--- src/rtl/skolem_inv_checker_bv_udiv_seq.sv ---
// Restoring unsigned divider, one quotient bit per cycle; divisor 0 yields q=all ones, r=dividend.
module bv_udiv_seq #(
  parameter int W = 4
) (
  input  logic         clk,
  input  logic         rst,
  input  logic         start,
  input  logic [W-1:0] dividend,
  input  logic [W-1:0] divisor,
  output logic [W-1:0] q,
  output logic [W-1:0] r,
  output logic         div_done
);
  localparam int CW = $clog2(W+1);

  logic          act_q;
  logic [CW-1:0] cnt_q;
  logic [W-1:0]  a_q, q_q, r_q, d_q;

  logic [W-1:0]  a_src, q_src, r_src, d_src, r_nxt;
  logic [W:0]    trial;
  logic          qbit;

  // The start cycle already retires the first quotient bit, so q lands W cycles after start.
  always_comb begin
    a_src = start ? dividend : a_q;
    q_src = start ? '0 : q_q;
    r_src = start ? '0 : r_q;
    d_src = start ? divisor : d_q;
    trial = {r_src, a_src[W-1]};
    qbit  = (trial >= {1'b0, d_src});
    r_nxt = qbit ? W'(trial - {1'b0, d_src}) : trial[W-1:0];
  end

  always_ff @(posedge clk) begin
    if (rst) begin
      act_q <= 1'b0;
      cnt_q <= '0;
      a_q   <= '0;
      q_q   <= '0;
      r_q   <= '0;
      d_q   <= '0;
    end else if (start || (act_q && cnt_q != '0)) begin
      act_q <= 1'b1;
      cnt_q <= start ? CW'(W-1) : cnt_q - 1'b1;
      a_q   <= a_src << 1;
      q_q   <= W'({q_src, qbit});
      r_q   <= r_nxt;
      d_q   <= d_src;
    end else if (act_q) begin
      act_q <= 1'b0;
    end
  end

  assign div_done = act_q && (cnt_q == '0);
  assign q        = q_q;
  assign r        = r_q;

endmodule

--- config.mk ---
export PLATFORM = sky130hd
export DESIGN_NAME = bv_udiv_seq
export DESIGN_NICKNAME = d
export VERILOG_FILES = /design/src/rtl/skolem_inv_checker_bv_udiv_seq.sv
export SDC_FILE = /design/constraint.sdc
export NUM_CORES = 1
export LEC_CHECK = 0
export BUFFER_PORTS_ARGS = -buffer_cell sky130_fd_sc_hd__buf_2
export CORE_UTILIZATION = 40
export DETAILED_ROUTE_END_ITERATION = 10
export SETUP_SLACK_MARGIN = 0.2
export SLEW_MARGIN = 10
export SYNTH_ARGS = -nofsm -noshare
export SYNTH_HDL_FRONTEND = slang
export SYNTH_SLANG_ARGS = --single-unit
--- constraint.sdc ---
create_clock -name clk -period 3.05 [get_ports clk]
set_input_delay 0.7625 -clock clk [delete_from_list [all_inputs] [get_ports clk]]
set_output_delay 0.7625 -clock clk [all_outputs]
set_load 0.005 [all_outputs]
==> results.cfg <==
[clocking]
cts_tree = done
cts_made_buffers = 3
post_cts_buffers = 0
clockBufferDepth = 2
cts_resized = 0
clockRootBuffer = clkbuf_4
clock_sink_count = 19
holdBufCountCts = 0
clk_latency_ps = 290
cts-htree-levels = 1
clkSlewWorstSetupHoldPaths_ps = 110

[logic_synthesis]
post-synth-top-count-cell = dfxtp_1
synth.largest_area_cell = dfxtp_1
synth_top_area_share = 0.3482
yosys_warnings = 0
synthFlopType = dfxtp_1
syn_inst = 124
synth_area_leaders = dfxtp_1, mux2i_1, ha_1, nor2_1, mux2_2
synth_seq_area_share = 0.3482
syn_area_um2 = 1092
async_reset_ff_frac = 0
ys_types = 37
syn_area_per_cell_um2 = 8.809
synth-edff-count = 0
synth-seq-cells = 19
synth_common_cells = dfxtp_1, nor2_1, mux2i_1
synthesis.nets = 142

[cells_and_area]
nNetsFinal = 162
fillers = 247
drive_above_1_share = 0.2378
stdcell_count = 173
regArea_um2 = 380.4
multi_input_area_um2 = 655.6
area_delta_synth_final_pct = 14.20
insertedDiodeCount = 0

[critical_path]
cp_data_arrival_time_ps = 2770
required_ps = 3260
startpoint_type = input pin
cp_slowest_cell = a2111o_1
cp_max_fo = 7
crit_chain = buf_2 -> mux2_2 -> ha_1 -> nand2b_4 -> a211o_1 -> a2111o_1 -> a311oi_1
critPathMaxStageDelay_ps = 380
criticalPathCategory = in2reg
critical_path.endpoint_type = flip-flop

[detailed_routing]
drt-total-wl_mm = 2.383
avgRoutedWirePerCell_um = 13.77
drc_errors = 0
vias_per_cell = 5.347
drt-initial-drc-count = 10
via_count = 925
ant_nets = 0
first_pass_iters = 4

[timing]
skew_ps = 5.186
finalHoldViolations = 0
holdWs_ps = 492.6
setup_viol = 0
finalSetupTns_ps = 0
period_needed_ps = 2562
rsz0062_at_grt = no
worst_slew_pin_slew_ps = 384.3
max_slew_margin = 0.7438
max_freq_ghz = 0.3904
slew_viol_final = 0
fin_crit_sh = 0.8399

[floorplan]
die_w_um = 54.26
fp-row-count = 18
die_y_um = 54.26
die_area_um2 = 2944
ios = 20
core_area_um2 = 2522
initial_core_util = 0.4330

[power_and_ir_drop]
power_frac_comb = 0.326
peakVddDrop_mv = 0.3999
power_frac_seq = 0.463
switching_share = 0.3169
pwr-share-clk = 0.211
p_leak_nw = 0.5769
p_sw_w = 0.0001905
internal_power_w = 0.0004106
powerDensity_nw_per_um2 = 481.9

[grt]
grt_max_degree = 21
grt_pass1_vias = 909
grtUsageTotal = 0.1879
grt_pass1_wl_mm = 3.988
grt_antenna_before_repair = 0
grt-ovfl-total = 0

[min_path]
hold_path.class = reg2reg

[placement]
dp_hpwl_mm = 1.793
dp_cells = 169
portBuffers = 19
gp_congestion = 0.8951

[status]
status = completed

[flow_run]
cap_violations = 0
-- path summary, 6_finish.rpt --
check,depth (start not counted),slack [ps],end,from
worst min-delay path,2,490,r[2],r[2]
worst max register to register,6,890,r[1],d_q[0]
worst max-delay path,7,490,r[1],start
worst min register to register,2,490,r[2],r[2]
-- power groups by stage --
| stage | clock [W] | sequential (W) | combinational (W) |
|---|---|---|---|
| after floorplan | 0 | 0.000283 | 0.000142 |
| after global placement | 0 | 0.000284 | 0.000190 |
| after detailed placement | 0 | 0.000284 | 0.000193 |
| after CTS | 0.000132 | 0.000279 | 0.000195 |
| after global routing | 0.000140 | 0.000282 | 0.000220 |
| final | 0.000127 | 0.000278 | 0.000196 |
-- final cells by class --
class                           instances  share of cell area
Sequential cell                        19              0.3049
Timing Repair Buffer                   23              0.1003
Multi-Input combinational cell         91              0.5256
Tap cell                               30             0.03009
Inverter                                6             0.01805
Clock buffer                            4             0.02106
-- flip-flops by register name (all words and copies together), names as in the netlist --
| signal | cells |
|---|---|
| d_q | 4 |
| act_q | 1 |
| q | 4 |
| cnt_q | 3 |
| r | 4 |
| a_q | 3 |
-- kinds of logic after synthesis --
logic type / synth area share
simple gates: 0.2119
mux: 0.1226
xor+xnor: 0.01604
fa+ha+maj: 0.08706
flops: 0.3482
buf+inv: 0.05154
compound gates: 0.1627
-- metrics by stage --
step	cell area (um^2)	utilization	power (W)	worst slack [ps]
after CTS	1247	0.4945	0.0006058	502.4
after global routing	1247	0.4945	0.0006414	368.2
after floorplan	1092	-	0.0004257	303.6
final	1247	0.4945	0.0006011	488.4
after global placement	1221	0.4841	0.0004740	208.1
after detailed placement	1221	0.4841	0.0004777	189.3
-- cell usage in the layout (no fill, tap or decap), drive strengths merged, types with 2 or more instances in the layout --
cell type,n
buf,23
dfxtp,19
nor2,18
mux2i,10
inv,6
nand2,6
ha,6
nor2b,5
nor3,5
a21oi,4
clkbuf,4
and3,4
mux2,3
a211oi,3
o41ai,3
nand2b,3
xnor2,2
nand3,2
o21ai,2
-- layer usage --
layer	track usage	wire length, um	vias up
met2	0.3008	1056	19
met3	0.05556	112	2
li1	-	-	482
met4	0.04701	12	0
met1	0.2450	1200	422
met5	0	0	-
-- worst max-delay path, delay by kind of cell --
family	cells	cell delay (ps)
buf+inv	1	150
compound gates	3	970
simple gates	1	170
mux	1	360
fa+ha+maj	1	360
Power figures use the tool's default switching activity.
